**src/rtl/id_pkg.sv**
```systemverilog
// -----------------------------------------------------------------------------
// id_pkg
// Shared types and constants for the instruction-decode issue controller.
//   t_idc_state : issue controller state (DRAIN, RUN, WAIT_FLUSH)
//   cnt_width() : scoreboard counter width for a given outstanding-write limit
//   ID_ADDR_W   : register address width used by decoder and write-back ports
// -----------------------------------------------------------------------------
package id_pkg;

  typedef enum logic [1:0] {
    DRAIN      = 2'd0,  // discarding stale fetches until start-of-fetch-run
    RUN        = 2'd1,  // normal decode/issue
    WAIT_FLUSH = 2'd2   // error instruction loaded, wait for EX to vector
  } t_idc_state;

  localparam int unsigned ID_ADDR_W       = 5;
  localparam int unsigned ID_MAX_INFLIGHT = 3;

  // A counter must be able to hold 0..max_inflight inclusive.
  function automatic int unsigned cnt_width(input int unsigned max_inflight);
    return $clog2(max_inflight + 1);
  endfunction

  localparam int unsigned ID_CNT_W = cnt_width(ID_MAX_INFLIGHT);

endpackage

```
**src/rtl/id_scoreboard.sv**
```systemverilog
// -----------------------------------------------------------------------------
// id_scoreboard
// Per-register count of outstanding register-file writes.
//   clk_i, resetb_i           : clock, asynchronous active-low reset
//   inc_i / inc_addr_i        : one more write in flight for inc_addr_i
//   dec_i / dec_addr_i        : one write retired for dec_addr_i
//   rd1_addr_i / rd1_busy_o   : source 1 has at least one write in flight
//   rd2_addr_i / rd2_busy_o   : source 2 has at least one write in flight
//   full_addr_i / full_o      : destination already at the in-flight limit
// Register 0 and addresses at or above P_NREGS are never tracked and always
// read as idle. Callers gate inc/dec with the clock enable.
// -----------------------------------------------------------------------------
module id_scoreboard
  import id_pkg::*;
#(
  parameter int unsigned P_NREGS        = 32,
  parameter int unsigned P_MAX_INFLIGHT = 3,
  parameter int unsigned P_CNT_W        = cnt_width(P_MAX_INFLIGHT)
) (
  input  logic                 clk_i,
  input  logic                 resetb_i,
  input  logic                 inc_i,
  input  logic [ID_ADDR_W-1:0] inc_addr_i,
  input  logic                 dec_i,
  input  logic [ID_ADDR_W-1:0] dec_addr_i,
  input  logic [ID_ADDR_W-1:0] rd1_addr_i,
  output logic                 rd1_busy_o,
  input  logic [ID_ADDR_W-1:0] rd2_addr_i,
  output logic                 rd2_busy_o,
  input  logic [ID_ADDR_W-1:0] full_addr_i,
  output logic                 full_o
);

  localparam int unsigned          NSLOTS = 2 ** ID_ADDR_W;
  localparam logic [P_CNT_W-1:0]   MAX_C  = P_CNT_W'(P_MAX_INFLIGHT);

  logic [NSLOTS-1:0] busy_vec;
  logic [NSLOTS-1:0] full_vec;

  genvar gi;
  generate
    for (gi = 0; gi < NSLOTS; gi++) begin : g_slot
      if (gi == 0 || gi >= P_NREGS) begin : g_none
        assign busy_vec[gi] = 1'b0;
        assign full_vec[gi] = 1'b0;
      end else begin : g_cnt
        logic [P_CNT_W-1:0] cnt_reg;
        logic               inc_hit;
        logic               dec_hit;

        assign inc_hit = inc_i && (inc_addr_i == ID_ADDR_W'(gi));
        assign dec_hit = dec_i && (dec_addr_i == ID_ADDR_W'(gi));

        // Simultaneous issue and retire of the same register cancel out.
        // A retire with nothing outstanding is ignored rather than wrapping.
        always_ff @(posedge clk_i or negedge resetb_i) begin
          if (!resetb_i) begin
            cnt_reg <= '0;
          end else if (inc_hit && !dec_hit) begin
            cnt_reg <= cnt_reg + P_CNT_W'(1);
          end else if (dec_hit && !inc_hit && (cnt_reg != '0)) begin
            cnt_reg <= cnt_reg - P_CNT_W'(1);
          end
        end

        assign busy_vec[gi] = (cnt_reg != '0);
        assign full_vec[gi] = (cnt_reg == MAX_C);
      end
    end
  endgenerate

  assign rd1_busy_o = busy_vec[rd1_addr_i];
  assign rd2_busy_o = busy_vec[rd2_addr_i];
  assign full_o     = full_vec[full_addr_i];

endmodule

```
**src/rtl/id_issue_ctrl.sv**
```systemverilog
// -----------------------------------------------------------------------------
// id_issue_ctrl
// Issue controller for the instruction-decode stage. Moves fetches from the
// prefetch unit into the ID pipeline register and hands them to EX, stalling
// on read-after-write / write-after-write hazards tracked by id_scoreboard.
// After a flush, fetches are discarded until the start-of-fetch-run marker.
//   clk_i, resetb_i, clk_en_i     : clock, async active-low reset, clock enable
//   pfu_dav_i/sofr_i/ferr_i       : fetch valid, first-after-vector, fetch error
//   pfu_pull_o                    : consume the current fetch
//   dec_*                         : decoder view of the offered fetch
//   ids_load_o                    : capture enable for the ID pipeline register
//   ids_dav_o / ids_err_o         : ID register valid / carries an error
//   ids_ack_i                     : EX accepts the held instruction
//   wb_regd_wr_i / wb_regd_addr_i : write-back retire
//   flush_i                       : EX vectoring, kill ID contents
//   stall_o                       : hazard stall this cycle
// -----------------------------------------------------------------------------
module id_issue_ctrl
  import id_pkg::*;
#(
  parameter int unsigned P_NREGS        = 32,
  parameter int unsigned P_MAX_INFLIGHT = 3
) (
  input  logic                 clk_i,
  input  logic                 resetb_i,
  input  logic                 clk_en_i,
  input  logic                 pfu_dav_i,
  input  logic                 pfu_sofr_i,
  input  logic                 pfu_ferr_i,
  output logic                 pfu_pull_o,
  input  logic                 dec_ins_err_i,
  input  logic                 dec_regs1_rd_i,
  input  logic                 dec_regs2_rd_i,
  input  logic [ID_ADDR_W-1:0] dec_regs1_addr_i,
  input  logic [ID_ADDR_W-1:0] dec_regs2_addr_i,
  input  logic                 dec_regd_wr_i,
  input  logic [ID_ADDR_W-1:0] dec_regd_addr_i,
  output logic                 ids_load_o,
  output logic                 ids_dav_o,
  input  logic                 ids_ack_i,
  output logic                 ids_err_o,
  input  logic                 wb_regd_wr_i,
  input  logic [ID_ADDR_W-1:0] wb_regd_addr_i,
  input  logic                 flush_i,
  output logic                 stall_o
);

  localparam int unsigned CNT_W = cnt_width(P_MAX_INFLIGHT);

  t_idc_state           state_reg, state_next;
  logic                 ids_dav_reg, ids_dav_next;
  logic                 ids_err_reg, ids_err_next;
  // Destination of the held instruction, kept for the scoreboard update
  // when EX accepts it.
  logic                 id_regd_wr_reg, id_regd_wr_next;
  logic [ID_ADDR_W-1:0] id_regd_addr_reg, id_regd_addr_next;

  logic rs1_busy, rs2_busy, rd_full;
  logic sb_inc, sb_dec;
  logic issue, space, fetch_err, hazard;
  logic run_mode, load;

  // ---------------------------------------------------------------------------
  // Hazard detection against registered counters only: a retire in this cycle
  // releases the dependent instruction one cycle later.
  // ---------------------------------------------------------------------------
  always_comb begin
    issue     = ids_dav_reg & ids_ack_i & ~flush_i;
    space     = ~ids_dav_reg | issue;
    fetch_err = pfu_ferr_i | dec_ins_err_i;
    // An erroneous instruction never touches the register file, so its
    // operands cannot hazard.
    hazard    = ~fetch_err &
                ((dec_regs1_rd_i & (dec_regs1_addr_i != '0) & rs1_busy) |
                 (dec_regs2_rd_i & (dec_regs2_addr_i != '0) & rs2_busy) |
                 (dec_regd_wr_i  & (dec_regd_addr_i  != '0) & rd_full));
  end

  // ---------------------------------------------------------------------------
  // State register
  // ---------------------------------------------------------------------------
  always_ff @(posedge clk_i or negedge resetb_i) begin
    if (!resetb_i) begin
      state_reg        <= DRAIN;
      ids_dav_reg      <= 1'b0;
      ids_err_reg      <= 1'b0;
      id_regd_wr_reg   <= 1'b0;
      id_regd_addr_reg <= '0;
    end else if (clk_en_i) begin
      state_reg        <= state_next;
      ids_dav_reg      <= ids_dav_next;
      ids_err_reg      <= ids_err_next;
      id_regd_wr_reg   <= id_regd_wr_next;
      id_regd_addr_reg <= id_regd_addr_next;
    end
  end

  // ---------------------------------------------------------------------------
  // Next state and outputs
  // ---------------------------------------------------------------------------
  always_comb begin
    state_next        = state_reg;
    ids_dav_next      = ids_dav_reg;
    ids_err_next      = ids_err_reg;
    id_regd_wr_next   = id_regd_wr_reg;
    id_regd_addr_next = id_regd_addr_reg;
    run_mode          = 1'b0;
    ids_load_o        = 1'b0;
    pfu_pull_o        = 1'b0;
    stall_o           = 1'b0;

    case (state_reg)
      DRAIN: begin
        // The start-of-run fetch is decoded normally in the same cycle;
        // anything older is pulled and thrown away.
        run_mode = pfu_sofr_i;
        if (!pfu_sofr_i) begin
          pfu_pull_o = clk_en_i & pfu_dav_i;
        end
      end
      RUN: begin
        run_mode = 1'b1;
      end
      WAIT_FLUSH: begin
        run_mode = 1'b0;
      end
      default: begin
        state_next = DRAIN;
      end
    endcase

    load    = run_mode & space & pfu_dav_i & ~hazard & ~flush_i;
    stall_o = run_mode & pfu_dav_i & space & hazard;

    if (load) begin
      ids_load_o = clk_en_i;
      pfu_pull_o = clk_en_i;
    end

    if (issue) begin
      ids_dav_next = 1'b0;
      ids_err_next = 1'b0;
    end

    if (load) begin
      ids_dav_next      = 1'b1;
      ids_err_next      = fetch_err;
      id_regd_wr_next   = dec_regd_wr_i & ~fetch_err;
      id_regd_addr_next = dec_regd_addr_i;
      state_next        = fetch_err ? WAIT_FLUSH : RUN;
    end

    if (flush_i) begin
      ids_dav_next = 1'b0;
      ids_err_next = 1'b0;
      state_next   = DRAIN;
    end

    // Handshakes stay quiet while reset is held, even though the state
    // register already reads DRAIN.
    if (!resetb_i) begin
      ids_load_o = 1'b0;
      pfu_pull_o = 1'b0;
      stall_o    = 1'b0;
    end
  end

  assign ids_dav_o = ids_dav_reg;
  assign ids_err_o = ids_err_reg;

  // ---------------------------------------------------------------------------
  // Scoreboard
  // ---------------------------------------------------------------------------
  assign sb_inc = clk_en_i & issue & id_regd_wr_reg & (id_regd_addr_reg != '0);
  assign sb_dec = clk_en_i & wb_regd_wr_i & (wb_regd_addr_i != '0);

  id_scoreboard #(
    .P_NREGS        (P_NREGS),
    .P_MAX_INFLIGHT (P_MAX_INFLIGHT),
    .P_CNT_W        (CNT_W)
  ) u_scoreboard (
    .clk_i       (clk_i),
    .resetb_i    (resetb_i),
    .inc_i       (sb_inc),
    .inc_addr_i  (id_regd_addr_reg),
    .dec_i       (sb_dec),
    .dec_addr_i  (wb_regd_addr_i),
    .rd1_addr_i  (dec_regs1_addr_i),
    .rd1_busy_o  (rs1_busy),
    .rd2_addr_i  (dec_regs2_addr_i),
    .rd2_busy_o  (rs2_busy),
    .full_addr_i (dec_regd_addr_i),
    .full_o      (rd_full)
  );

endmodule

```
**config.mk**
```make
export PLATFORM = sky130hd
export DESIGN_NAME = id_issue_ctrl
export DESIGN_NICKNAME = d
export VERILOG_FILES = /design/src/rtl/id_pkg.sv /design/src/rtl/id_scoreboard.sv /design/src/rtl/id_issue_ctrl.sv
export SDC_FILE = /design/constraint.sdc
export NUM_CORES = 1
export LEC_CHECK = 0
export BUFFER_PORTS_ARGS = -buffer_cell sky130_fd_sc_hd__buf_2
export CAP_MARGIN = 30
export CORE_AREA = 2 2 97 99
export DETAILED_ROUTE_END_ITERATION = 7
export DIE_AREA = 0 0 99 101
export GPL_TIMING_DRIVEN = 0
export PLACE_DENSITY = 0.79
export SYNTH_ARGS = -nofsm -noshare
export SYNTH_HDL_FRONTEND = slang
export SYNTH_SLANG_ARGS = --single-unit
```
**constraint.sdc**
```tcl
create_clock -name clk_i -period 3 [get_ports clk_i]
set_input_delay 0.45 -clock clk_i [delete_from_list [all_inputs] [get_ports clk_i]]
set_output_delay 0.45 -clock clk_i [all_outputs]
set_load 0.05 [all_outputs]
```
# ---- Yosys cells after proc, flatten, opt, wreduce, memory -nomap -nowiden
# Index checks and enable logic that the tools add are counted.
dict set report word_totals {
  ff_bits 72
  in_bits 33
  out_inout_bits 5
}
dict set report classes {
  addsub 62
  eq_ne 96
  n_bitwise 31
  n_lt_le_gt_ge 3
  n_mux 85
  reduce_logical 290
}
# operator n
set op_table {}
lappend op_table {{5-bit == test, second input constant} 32}
lappend op_table {{1-bit logical AND} 155}
lappend op_table {{2-bit 2-to-1 mux} 66}
lappend op_table {{2-bit nonzero test} 62}
lappend op_table {{5-bit by 4-bit == test with 1-bit output, second input constant} 16}
lappend op_table {{2-bit == test, second input constant} 32}
lappend op_table {{2-bit by 1-bit adder with 2-bit output, second input constant} 31}
lappend op_table {{1-bit logical NOT} 62}
lappend op_table {{2-bit by 1-bit subtractor with 2-bit output, second input constant} 31}
lappend op_table {{5-bit by 3-bit == test with 1-bit output, second input constant} 8}
lappend op_table {{5-bit nonzero test} 5}
lappend op_table {{1-bit bitwise AND} 23}
lappend op_table {{5-bit by 2-bit == test with 1-bit output, second input constant} 4}
lappend op_table {{5-bit by 6-bit less-than comparator with 1-bit output, second input constant} 3}
lappend op_table {{1-bit binary-select mux with 5-bit select} 3}
lappend op_table {{1-bit 2-to-1 mux} 15}
lappend op_table {{5-bit by 1-bit == test with 1-bit output, second input constant} 2}
lappend op_table {{2-bit AND reduction} 3}
lappend op_table {{1-bit inverter} 4}
lappend op_table {{1-bit bitwise OR} 4}
lappend op_table {{3-bit by 1-bit inequality test with 1-bit output, second input constant} 1}
lappend op_table {{3-bit nonzero test} 1}
lappend op_table {{3-bit OR reduction} 1}
lappend op_table {{2-bit by 1-bit == test with 1-bit output, second input constant} 1}
lappend op_table {{other kinds (2)} 2}

# ---- Logic depth before layout (Yosys ltp)
# Gate-level depths: netlist of run 1.
dict set report logic_depth {
  depth_word 12
  mapped_depth 8
  depth_no_buf 7
}

# ---- Cells and area by module
# A second synthesis of run 1 with hierarchy kept.
dict set report hier_totals {
  hier_cells 650
  area_unflattened_um2 5390.2
}
# module n_inst cells_per_inst area_each_um2 seq_area_each_um2
set modules_own_cells {}
lappend modules_own_cells {id_scoreboard 1 589 4777.1 1551.5}
lappend modules_own_cells {id_issue_ctrl 1 61 613.1 250.2}

# ---- Worst setup path before layout of run 1
# OpenSTA, ideal clock, no wires.
dict set report synth_timing {
  path_kind {in2out}
  startpoint {in dec_regs1_addr_i[1]}
  endpoint {out pfu_pull_o}
  cell_stages 8
  setup_slack_ns -1.127
  required_ns 2.550
  arrival_ns 3.677
  cell_sequence {buf_4 -> nor3_2 -> a21oi_1 -> mux4_2 -> o211ai_1 -> nand4_2 -> nor4_1 -> a31o_2}
}
dict set report synth_between {
  elab_chain_cells 11
  elab_cells_between_ends 13
  classes_between {mux: 4; bitwise: 8; reduce/logical: 1}
}
# item line
set synth_lines {}
lappend synth_lines {{start, declared} id_issue_ctrl.sv:34} ;# input logic [ID_ADDR_W-1:0] dec_regs1_addr_i,
lappend synth_lines {{1-bit binary-select mux with 5-bit select or 5-bit nonzero test (tied branches)} {id_scoreboard.sv:72, id_issue_ctrl.sv:74}}
lappend synth_lines {{1-bit 2-to-1 mux (not written as such) or 1-bit bitwise AND (tied branches)} {id_scoreboard.sv:72, id_issue_ctrl.sv:74}}
lappend synth_lines {{1-bit bitwise AND (*)} id_issue_ctrl.sv:74} ;# ((dec_regs1_rd_i & (dec_regs1_addr_i != '0) & rs1_busy) |
lappend synth_lines {{1-bit bitwise OR (*)} id_issue_ctrl.sv:74}
lappend synth_lines {{1-bit bitwise OR (*)} id_issue_ctrl.sv:75} ;# (dec_regs2_rd_i & (dec_regs2_addr_i != '0) & rs2_busy) |
lappend synth_lines {{1-bit bitwise AND (*)} id_issue_ctrl.sv:73} ;# hazard = ~fetch_err &
lappend synth_lines {{1-bit inverter (*)} id_issue_ctrl.sv:132} ;# load = run_mode & space & pfu_dav_i & ~hazard & ~flush_i;
lappend synth_lines {{1-bit bitwise AND (*) (2 in a row)} id_issue_ctrl.sv:132}
lappend synth_lines {{1-bit 2-to-1 mux (*)} id_issue_ctrl.sv:135} ;# if (load) begin
lappend synth_lines {{1-bit 2-to-1 mux (*)} id_issue_ctrl.sv:161} ;# if (!resetb_i) begin
lappend synth_lines {{end, declared} id_issue_ctrl.sv:30} ;# output logic pfu_pull_o,
# Every way passes the cells marked *; elsewhere a longest branch is shown, timed or not. The select of a mux whose other input is x is not followed.

# ---- Final worst setup path of run 1
dict set report layout_timing {
  startpoint {in dec_regd_addr_i[2]}
  endpoint {out pfu_pull_o}
}
dict set report layout_between {
  elab_chain_cells 10
  elab_cells_between_ends 12
  classes_between {mux: 4; bitwise: 7; reduce/logical: 1}
}
# item line
set layout_lines {}
lappend layout_lines {{start, declared} id_issue_ctrl.sv:37} ;# input logic [ID_ADDR_W-1:0] dec_regd_addr_i,
lappend layout_lines {{1-bit binary-select mux with 5-bit select or 5-bit nonzero test (tied branches)} {id_scoreboard.sv:74, id_issue_ctrl.sv:76}}
lappend layout_lines {{1-bit 2-to-1 mux (not written as such) or 1-bit bitwise AND (tied branches)} {id_scoreboard.sv:74, id_issue_ctrl.sv:76}}
lappend layout_lines {{1-bit bitwise AND (*)} id_issue_ctrl.sv:76} ;# (dec_regd_wr_i & (dec_regd_addr_i != '0) & rd_full));
lappend layout_lines {{1-bit bitwise OR (*)} id_issue_ctrl.sv:75}
lappend layout_lines {{1-bit bitwise AND (*)} id_issue_ctrl.sv:73}
lappend layout_lines {{1-bit inverter (*)} id_issue_ctrl.sv:132}
lappend layout_lines {{1-bit bitwise AND (*) (2 in a row)} id_issue_ctrl.sv:132}
lappend layout_lines {{1-bit 2-to-1 mux (*)} id_issue_ctrl.sv:135}
lappend layout_lines {{1-bit 2-to-1 mux (*)} id_issue_ctrl.sv:161}
# Marked as above.

==> summary.md, run 1 <==
| Metric | Value |
|---|---|
| Synthesized area | 0.005289 mm² |
| R2r setup slk | roughly 0.15 ns |
| Seq pwr share | 42.1% |
| Num ports | 38 |
| Crit-path max cell delay | 0.40 ns |
| Post-Synthesis Cells | 646 |
| Post-synthesis simple-gate area fraction | 23.99% |
| Levels on crit path | 9 |
| Worst Setup Start Kind | input port |
| Hpwl dp | between 10000 and 15000 µm |
| Max-cap viol count | 0 |
| Wirelength per Cell | 19.28 µm |
| Worst slew pin tran | 0.8880 ns |
| Critical Path AT | 2.50 ns |
| Initial antenna violation count | 0 |
| CP Capture Type | output port |
| Yosys warns | 0 |
| Tot Pwr | ~2600 µW |
| Post-Syn Nets | 679 |
| Crit-path cells | buf_2 -> clkinvlp_4 -> mux4_2 -> o22ai_1 -> o211ai_1 -> o41ai_4 -> nor4_4 -> a31o_2 -> buf_6 |
| Layout cell share with drive strength beyond 1 | 18.41% |
| CTS Buffer Depth | 2 |
| Max VDD drop | 0.2661 mV |
| Largest net degree at the start of global routing | 45 |
| Final setup fails | 0 |
| Setup TNS | 0 ns |
| Combinational Power Share | 22.0% |
| Most frequent cells in the layout | nor2_1, o21ai_0, nand2_1, a21oi_1, dfrtp_1 |
| Mux cell area share after synthesis | 9.510% |
| CP max-delay cell | mux4_2 |
| CP delay by family, top | compound AO/OA/AOI/OAI gates |
| Via-to-Cell Ratio | 6.727 |
| WP buf/inv | 3 |
| Met2 WL post-DR | 7270 µm |
| Post-Syn Area per Cell | approximately 8.2 µm² |
| Clock power frac | 35.9% |
| Crit Path Class | in -> out |
| Die area | 0.009999 mm² |
| R2R depth | 9 |
| Final Slew Violations | 0 |
| Pre-Repair DR Iteration Count | 6 |
| Hold Buf Count CTS | 0 |
| Met1 WL | 6476 µm |
| Total Routing Usage GR | 31.65% |
| Post-synthesis compound-gate area fraction | 26.92% |
| Net switching power | ~860 µW |
| Vias | between 5000 and 6000 |
| Top_reg_cell synth | dfrtp_1 |
| Critical Path RT | 2.55 ns |
| Pint | 1719 µW |
| Initial Utilization | roughly three fifths |
| P&R area growth vs syn | 15.52% |
| XOR/XNOR Fraction of Synth Area | less than 1% |
| EDFF count, synth | 0 |
| First-pass GRT wire length | 24900 µm |
| Max FFs per register | 62 |
| Vias in the first global route | 5049 |
| Pwr/cell area | ~420 mW/mm² |
| CP endpoint | pfu_pull_o |
| Post-route cell area | 0.006110 mm² |
| Hold Fails Final Rpt | 0 |
| Final WL | approximately 16000 µm |
| Non-filler cells, final | 828 |
| Synth Register Bits | 72 |
| Worst setup path startpoint | dec_regd_addr_i[2] |
| Die X-Extent | between 90 and 100 µm |
| Status | finished, final reports clean |
| Asr flop ratio synth | 100.0% |
| Sw Share | 33.40% |
| Layout Skew | 0.01099 ns |
| DP Area | 0.005640 mm² |
| Adder-Cell Fraction of Synth Area | 0% |
| TritonCTS buffer count | 9 |
| Core area | 0.008977 mm² |
| Core Util, Final | approximately 68% |
| CTS clock-pin slew for the worst setup and hold paths | ~0.080 ns |
| Root Driver | clkbuf_8 |
| End of the worst register-to-register path | id_regd_addr_reg[1] |
| R2R Path Start | u_scoreboard.g_slot[4].g_cnt.cnt_reg[0] |
| Port Buffers | 33 |
| DR iter-0 viols | a little under 700 |
| Max Used Layer | met4 |
| Residual DRC count | 0 |
| Worst-Skew Late Latency | 0.36 ns |
| CP max FO | 10 |
| Main combinational cell family by area after synthesis | compound AO/OA/AOI/OAI gates |
| # H-tree levels | 3 |
| Met3 wire len | around 1600 µm |
| Final nets | 745 |
| Global route overflow | 0 |
| FP Rows | 35 |
| Gp weighted congestion | 1.004 |
| Post-synthesis sequential area ratio | 34.07% |
| Max Freq | 0.3388 GHz |
| Chip height | 101 µm |
| Fin crit period | ~3 ns |
| CTS tree | yes |
| Sink Count | 72 |
| Final ANT Viol Nets | 0 |
| Final period utilization | 98.39% |
| P_leak | about 0.0024 µW |
| Ant diodes | 0 |
| Placed Instances | 791 |
| Tightest Hold Check Type | in -> async |
| Commonest non-fill, non-tap cell in the layout | nor2_1 |
| Post-synthesis cell type count | 63 |
| Slew HR | 40.35% |
-- stage by stage --
| step | hold slack (ns) | setup slack [ns] |
|---|---|---|
| 6_report | 0.01853 | 0.04821 |
| 5_1_grt | 0.05093 | -0.004900 |
| 4_1_cts | 0.03853 | -0.1270 |
| 3_5_place_dp | 0.4157 | -0.08228 |
| 3_3_place_gp | 0.4913 | -0.2901 |
| 2_1_floorplan | 0.1544 | -0.1017 |
-- per-layer routing --
metal  up-vias  track usage, %
met2       347           51.04
met5         -               0
met4         0           12.64
met3        60           5.409
met1      2628           42.70
li1       2535               -
-- how the worst min path moves through the flow --
stage	from	endpoint	slack [ns]	cells past startpoint
after global routing	resetb_i	u_scoreboard.g_slot[7].g_cnt.cnt_reg[1]	0.05	1
after CTS	resetb_i	u_scoreboard.g_slot[7].g_cnt.cnt_reg[1]	0.04	1
after detailed placement	resetb_i	u_scoreboard.g_slot[7].g_cnt.cnt_reg[0]	0.42	1
final	resetb_i	u_scoreboard.g_slot[7].g_cnt.cnt_reg[1]	0.02	1
after floorplan	resetb_i	id_regd_addr_reg[0]	0.15	0
after global placement	state_reg[1]	state_reg[0]	0.49	1
-- cell families after synthesis --
logic type / count (synthesis)
compound gates: 220
xor+xnor: 3
buf+inv: 62
flops: 72
mux: 27
simple gates: 262
-- cell type report --
| type | instances | area, µm² |
|---|---|---|
| plain buffers | 24 | 122.6 |
| clock buffers | 12 | 165.2 |
| clock inverters | 4 | 75.07 |
| fillers | 710 | 2868 |
| inverters | 38 | 146.4 |
| multi-input cells | 512 | 3278 |
| flip-flops and latches | 72 | 1815 |
| well taps | 111 | 138.9 |
| repair buffers | 55 | 367.9 |
-- timing repair --
item                       4_1_cts  5_1_grt
resized for setup               11       17
cloned                           0        0
pin swaps                        6        5
setup endpoints to repair        3        3
buffers inserted                11       10
-- power groups by stage --
stage	sequential (µW)	clock, µW	combinational (µW)
2_1_floorplan	1110	0	301
3_3_place_gp	1100	0	509
3_5_place_dp	1100	0	529
4_1_cts	1080	936	539
5_1_grt	1090	969	589
6_report	1090	928	567
-- cell usage after synthesis, drive strengths merged, types with 5 or more instances --
cell type	number	share of area [%]
a211oi	22	3.1
a21oi	62	5.9
a311oi	10	1.7
a31oi	8	0.95
buf	7	0.92
clkbuf	17	1.4
dfrtp	72	34
inv	38	2.7
mux2	8	1.7
mux4	16	7.2
nand2	62	4.4
nand2b	8	0.95
nand3	41	3.9
nand3b	18	2.6
nand4	5	0.71
nor2	88	6.2
nor2b	11	1.3
nor3	10	1.0
o2111ai	7	1.2
o211a	12	2.3
o211ai	12	1.8
o21ai	68	6.4
(Power assumes the default switching activity.)
==> inputs of run 2 (changes only) <==
PLACE_DENSITY = 0.87   (was 0.79)
==> run 2 against run 1 <==
The run now ends with setup timing left. Sequential share of layout area about the same. Utilization grew 0.20 points. First-iteration DRC count down 5.1%. Routed wire length rose by 1.2%. Clock skew decreased by 0.0013 ns. Clock power fell by 12%. Non-clock buffer count up 3. Flip-flop and latch count unchanged. Combinational power about the same. Register-to-register slack worse by 0.02 ns. Critical path type unchanged. Critical endpoint unchanged. Largest power group unchanged.
==> summary.md, run 2 (synthesis results as in run 1) <==
| Metric | Value |
|---|---|
| Layout cell share with drive strength beyond 1 | 19.58% |
| Ant diodes | 0 |
| P_leak | 0.002368 µW |
| Max VDD drop | 0.2714 mV |
| Total Routing Usage GR | between 30% and 40% |
| Tot Pwr | 2469 µW |
| Via-to-Cell Ratio | 6.838 |
| Pwr/cell area | 403.0 mW/mm² |
| Max-cap viol count | 0 |
| Slew HR | 34.56% |
| RSZ-0062 raised after global routing | true |
| CTS clock-pin slew for the worst setup and hold paths | 0.08 ns |
| Final setup fails | 1 |
| Final WL | ~16000 µm |
| Sink Count | ~70 |
| Final ANT Viol Nets | 0 |
| Largest net degree at the start of global routing | 41 |
| Layout Skew | 0.009732 ns |
| P&R area growth vs syn | 15.85% |
| Global route overflow | 0 |
| TritonCTS buffer count | 9 |
| CP max FO | 10 |
| Worst-Skew Late Latency | about 0.36 ns |
| Sw Share | 34.69% |
| Chip height | ~100 µm |
| Fin crit period | 3.023 ns |
| Die area | 0.009999 mm² |
| # H-tree levels | 3 |
| Initial Utilization | around three fifths |
| Failing checks | setup timing |
| Wirelength per Cell | 19.44 µm |
| Seq pwr share | 44.1% |
| Most frequent cells in the layout | nor2_1, o21ai_0, nand2_1, a21oi_1, dfrtp_1 |
| Tightest Hold Check Type | in -> async |
| Num ports | 38 |
| Residual DRC count | 0 |
| Pint | roughly 1600 µW |
| Hold Fails Final Rpt | 0 |
| Crit Path Class | in -> out |
| First-pass GRT wire length | roughly 25000 µm |
| Root Driver | clkbuf_8 |
| Worst slew pin tran | 0.9741 ns |
| CTS tree | yes |
| Port Buffers | 33 |
| Critical Path RT | 2.55 ns |
| Max Freq | ~0.33 GHz |
| Max FFs per register | 62 |
| Final nets | around 750 |
| Vias | 5682 |
| Hold Buf Count CTS | 0 |
| Final period utilization | 100.8% |
| Worst Setup Start Kind | input port |
| FP Rows | 35 |
| DR iter-0 viols | 657 |
| CTS Buffer Depth | 2 |
| Pre-Repair DR Iteration Count | 6 |
| Final Slew Violations | 0 |
| Core area | roughly 0.0090 mm² |
| Commonest non-fill, non-tap cell in the layout | nor2_1 |
| Hpwl dp | 11410 µm |
| CP Capture Type | output port |
| Initial antenna violation count | 0 |
| Die X-Extent | 99 µm |
| Clock power frac | between 30% and 40% |
| Filler cells | a little under 700 |
| Combinational Power Share | 22.9% |
| Setup TNS | -0.02268 ns |
| Vias in the first global route | between 5000 and 6000 |
| Gp weighted congestion | 1.000 |
| Status | finished, violations left |
| Net switching power | 856.8 µW |
| Final WS setup | -0.02268 ns |
| Critical Path AT | 2.57 ns |
run 2: changes by cell type in the layout (fill, tap and decap cells not counted), moves of 2 or more:
cell        before  now
nor3_2           2    4
nor3_1           8    6
clkinvlp_4       3    0
clkbuf_1        16   18
dfrtp_2         11   15
clkinv_2         0    2
dfrtp_1         61   57
run 2: power groups by stage:
stage,Sequential (µW),Combinational (µW),Clock [µW]
4_1_cts,1080,530,804
3_3_place_gp,1100,511,0
3_5_place_dp,1100,522,0
2_1_floorplan,1110,301,0
6_report,1090,567,815
5_1_grt,1100,590,852
run 2: repair_timing:
action	CTS	global route
buffers inserted	11	13
endpoints found under the setup margin	3	3
pin swaps	4	7
cloned	0	0
gates resized for setup	11	28
run 2: stage by stage:
| stage | instances | setup slack, ns | hold WS [ns] | cell area (µm²) | utilization, % |
|---|---|---|---|---|---|
| 5_1_grt | 831 | -0.08751 | 0.06251 | 6127 | 68.25 |
| 3_5_place_dp | 791 | -0.06162 | 0.4343 | 5633 | 62.75 |
| 3_3_place_gp | 790 | -0.2467 | 0.4860 | 5610 | 62.49 |
| 6_report | 831 | -0.02268 | 0.03067 | 6127 | 68.25 |
| 4_1_cts | 818 | -0.004079 | 0.05443 | 5941 | 66.17 |
| 2_1_floorplan | 646 | -0.1017 | 0.1544 | 5306 | - |
run 2: path summary, 6_finish.rpt:
check                      depth (start not counted)                                     start  slack (ns)                                       end
max in group asynchronous                          2                                  resetb_i        2.37  u_scoreboard.g_slot[12].g_cnt.cnt_reg[0]
min reg2reg                                        1                              state_reg[1]        0.52                              state_reg[0]
max                                                9                        dec_regd_addr_i[2]       -0.02                                pfu_pull_o
min in group clk_i                                 2                                   flush_i        0.36                              state_reg[0]
min                                                1                                  resetb_i        0.03   u_scoreboard.g_slot[1].g_cnt.cnt_reg[0]
max reg2reg                                        9  u_scoreboard.g_slot[15].g_cnt.cnt_reg[0]        0.13                       id_regd_addr_reg[4]
run 2: layout make-up:
type	count	area, µm²	share of cell area [%]
multi-input combinational	512	3316	54.11
sequential	72	1821	29.71
timing repair buffer	58	387.9	6.330
clock buffer	13	158.9	2.593
inverter	38	142.6	2.328
tap	111	138.9	2.267
buffer	24	122.6	2.001
clock inverter	3	40.04	0.6535
run 2: per-layer routing:
metal / global-route usage [%] / part of all wire [%] / wire length (µm) / vias up
met1: 40.25 / 38 / 6168 / 2685
met4: 13.28 / 3.7 / 603 / 0
met5: 0 / 0 / 0 / -
met3: 7.628 / 11 / 1756 / 71
li1: - / - / - / 2539
met2: 52.91 / 47 / 7626 / 387
run 2: worst max-delay path, stage by stage:
cell      delay, ns
buf_2          0.17
inv_1          0.29
mux4_2         0.56
o22ai_1        0.29
o211ai_1       0.20
o41ai_4        0.12
nor4_4         0.09
a31o_2         0.24
buf_8          0.15
==> inputs of run 3 (changes only) <==
CORE_AREA = 2 2 94 96   (was 2 2 97 99)
DIE_AREA = 0 0 96 98   (was 0 0 99 101)
PLACE_DENSITY = 0.91   (was 0.87)
clock period = 3.6 ns   (was 3 ns; I/O delays follow)
==> run 3 against run 2 <==
First-iteration DRC count shrank 3.2%. Largest power group unchanged. Die area decreased by 5.9%. Largest cell class unchanged. Critical path depth decreased by 1. The flow now finishes without violations.
==> summary.md, run 3 (synthesis results as in run 1) <==
| Metric | Value |
|---|---|
| CP delay by family, top | compound AO/OA/AOI/OAI gates |
| Hpwl dp | approximately 11000 µm |
| Critical Path AT | between 2 and 3 ns |
| Port Buffers | 33 |
| Die area | 0.009408 mm² |
| Die X-Extent | 96 µm |
| CP Capture Type | output port |
| Gp weighted congestion | 1.009 |
| Final Slew Violations | 0 |
| Max FFs per register | just over 60 |
| Layout Skew | 0.009510 ns |
| First-pass GRT wire length | 24620 µm |
| FP Rows | 34 |
| Global route overflow | 0 |
| Slew HR | 36.50% |
| Final nets | 723 |
| Commonest non-fill, non-tap cell in the layout | nor2_1 |
| Residual DRC count | 0 |
| DP Area | 0.005607 mm² |
| Root Driver | clkbuf_8 |
| Worst slew pin tran | 0.9524 ns |
| WP buf/inv | 1 |
| Most frequent cells in the layout | nor2_1, dfrtp_1, o21ai_0, nand2_1, a21oi_1 |
| Post_cts resized | 0 |
| CTS clock-pin slew for the worst setup and hold paths | about 0.080 ns |
| Total Routing Usage GR | approximately 34% |
| Chip height | 98 µm |
| Tot Pwr | 1918 µW |
| Hold Fails Final Rpt | 0 |
| Vias | between 5000 and 6000 |
| Fin crit period | ~3.4 ns |
| Layout cell share with drive strength beyond 1 | 12.68% |
| Post-route cell area | 0.005759 mm² |
| Ant diodes | 0 |
| P_leak | 0.002214 µW |
| Wirelength per Cell | 19.38 µm |
| CP max FO | 7 |
| Initial antenna violation count | 0 |
| Final period utilization | 94.32% |
| Hold Buf Count CTS | 0 |
| Max-cap viol count | 0 |
| Core area | 0.008466 mm² |
| Placed Instances | 787 |
| Crit-path max cell delay | between 0.5 and 0.6 ns |
| Sink Count | 72 |
| Total setup buffers inserted after CTS | 0 |
| Max VDD drop | around 0.23 mV |
| Core Util, Final | about two thirds |
| Worst-Skew Late Latency | between 0.3 and 0.4 ns |
| TritonCTS buffer count | 9 |
| Tightest Hold Check Type | in -> async |
| Critical Path RT | 3.06 ns |
| Pre-Repair DR Iteration Count | 7 |
| DR iter-0 viols | 636 |
| R2r setup slk | roughly 0.93 ns |
| Pwr/cell area | 333.0 mW/mm² |
| Largest net degree at the start of global routing | 75 |
| Crit-path cells | nor2_1 -> mux4_2 -> a221oi_2 -> a31oi_1 -> o41ai_4 -> nor4_4 -> a31o_2 -> buf_2 |
| Status | finished, final reports clean |
| Max Freq | 0.2945 GHz |
| Vias in the first global route | 5294 |
| Final ANT Viol Nets | 0 |
| Setup TNS | 0 ns |
| CTS Buffer Depth | 2 |
| # H-tree levels | 3 |
| P&R area growth vs syn | 8.895% |
| Final WL | ~16000 µm |
| Crit Path Class | reg -> out |
| Worst Setup Start Kind | flop |
| Final setup fails | 0 |
| CTS tree | yes |
| Via-to-Cell Ratio | 6.923 |
| RSZ-0062 raised after global routing | false |
| Num ports | 38 |
| Initial Utilization | a little over three fifths |
| CP max-delay cell | dfrtp_1 |
| Non-filler cells, final | 802 |
run 3: stage by stage:
step | hold WS, ns | setup WS, ns
6_report | 0.3272 | 0.2045
5_1_grt | 0.4013 | 0.1209
3_5_place_dp | 0.4956 | 0.2779
2_1_floorplan | 0.2444 | 0.2546
3_3_place_gp | 0.4796 | 0.2831
4_1_cts | 0.3680 | 0.2496
run 3: where the power goes:
group / total (µW) / switching (µW) / internal, µW
clock: 551 / 310 / 240
combinational: 460 / 335 / 125
sequential: 907 / 55.7 / 852
run 3: final timing paths:
| path | cells after the start | startpoint | endpoint |
|---|---|---|---|
| min in group clk_i | 2 | flush_i | state_reg[0] |
| worst min register to register | 1 | state_reg[1] | state_reg[0] |
| worst min-delay path | 1 | resetb_i | u_scoreboard.g_slot[1].g_cnt.cnt_reg[0] |
| worst max-delay path | 8 | u_scoreboard.g_slot[13].g_cnt.cnt_reg[1] | pfu_pull_o |
| max in group asynchronous | 1 | resetb_i | u_scoreboard.g_slot[24].g_cnt.cnt_reg[0] |
| worst max register to register | 7 | u_scoreboard.g_slot[13].g_cnt.cnt_reg[1] | id_regd_addr_reg[2] |
run 3: worst register-to-register path: cells and delay by family, from the launching register on:
| family | cells | cell delay, ns |
|---|---|---|
| AO/OA/AOI/OAI | 2 | 0.30 |
| flip-flops | 1 | 0.48 |
| multiplexers | 2 | 0.87 |
| AND/OR/NAND/NOR | 3 | 0.92 |
run 3: cell type report:
cell class,instances,area (µm²)
clock buffer,10,127.6
inverter,38,142.6
fill,668,2706
timing repair buffer,33,167.7
tap,108,135.1
buffer,24,122.6
clock inverter,5,25.02
multi-input combinational,512,3237
sequential,72,1802
run 3: per-layer routing:
layer	share of wire, %	global-route usage [%]	up-vias
met4	4.5	18.13	0
met1	38	43.40	2592
li1	-	-	2490
met2	46	52.62	392
met3	12	7.639	78
met5	0	0	-
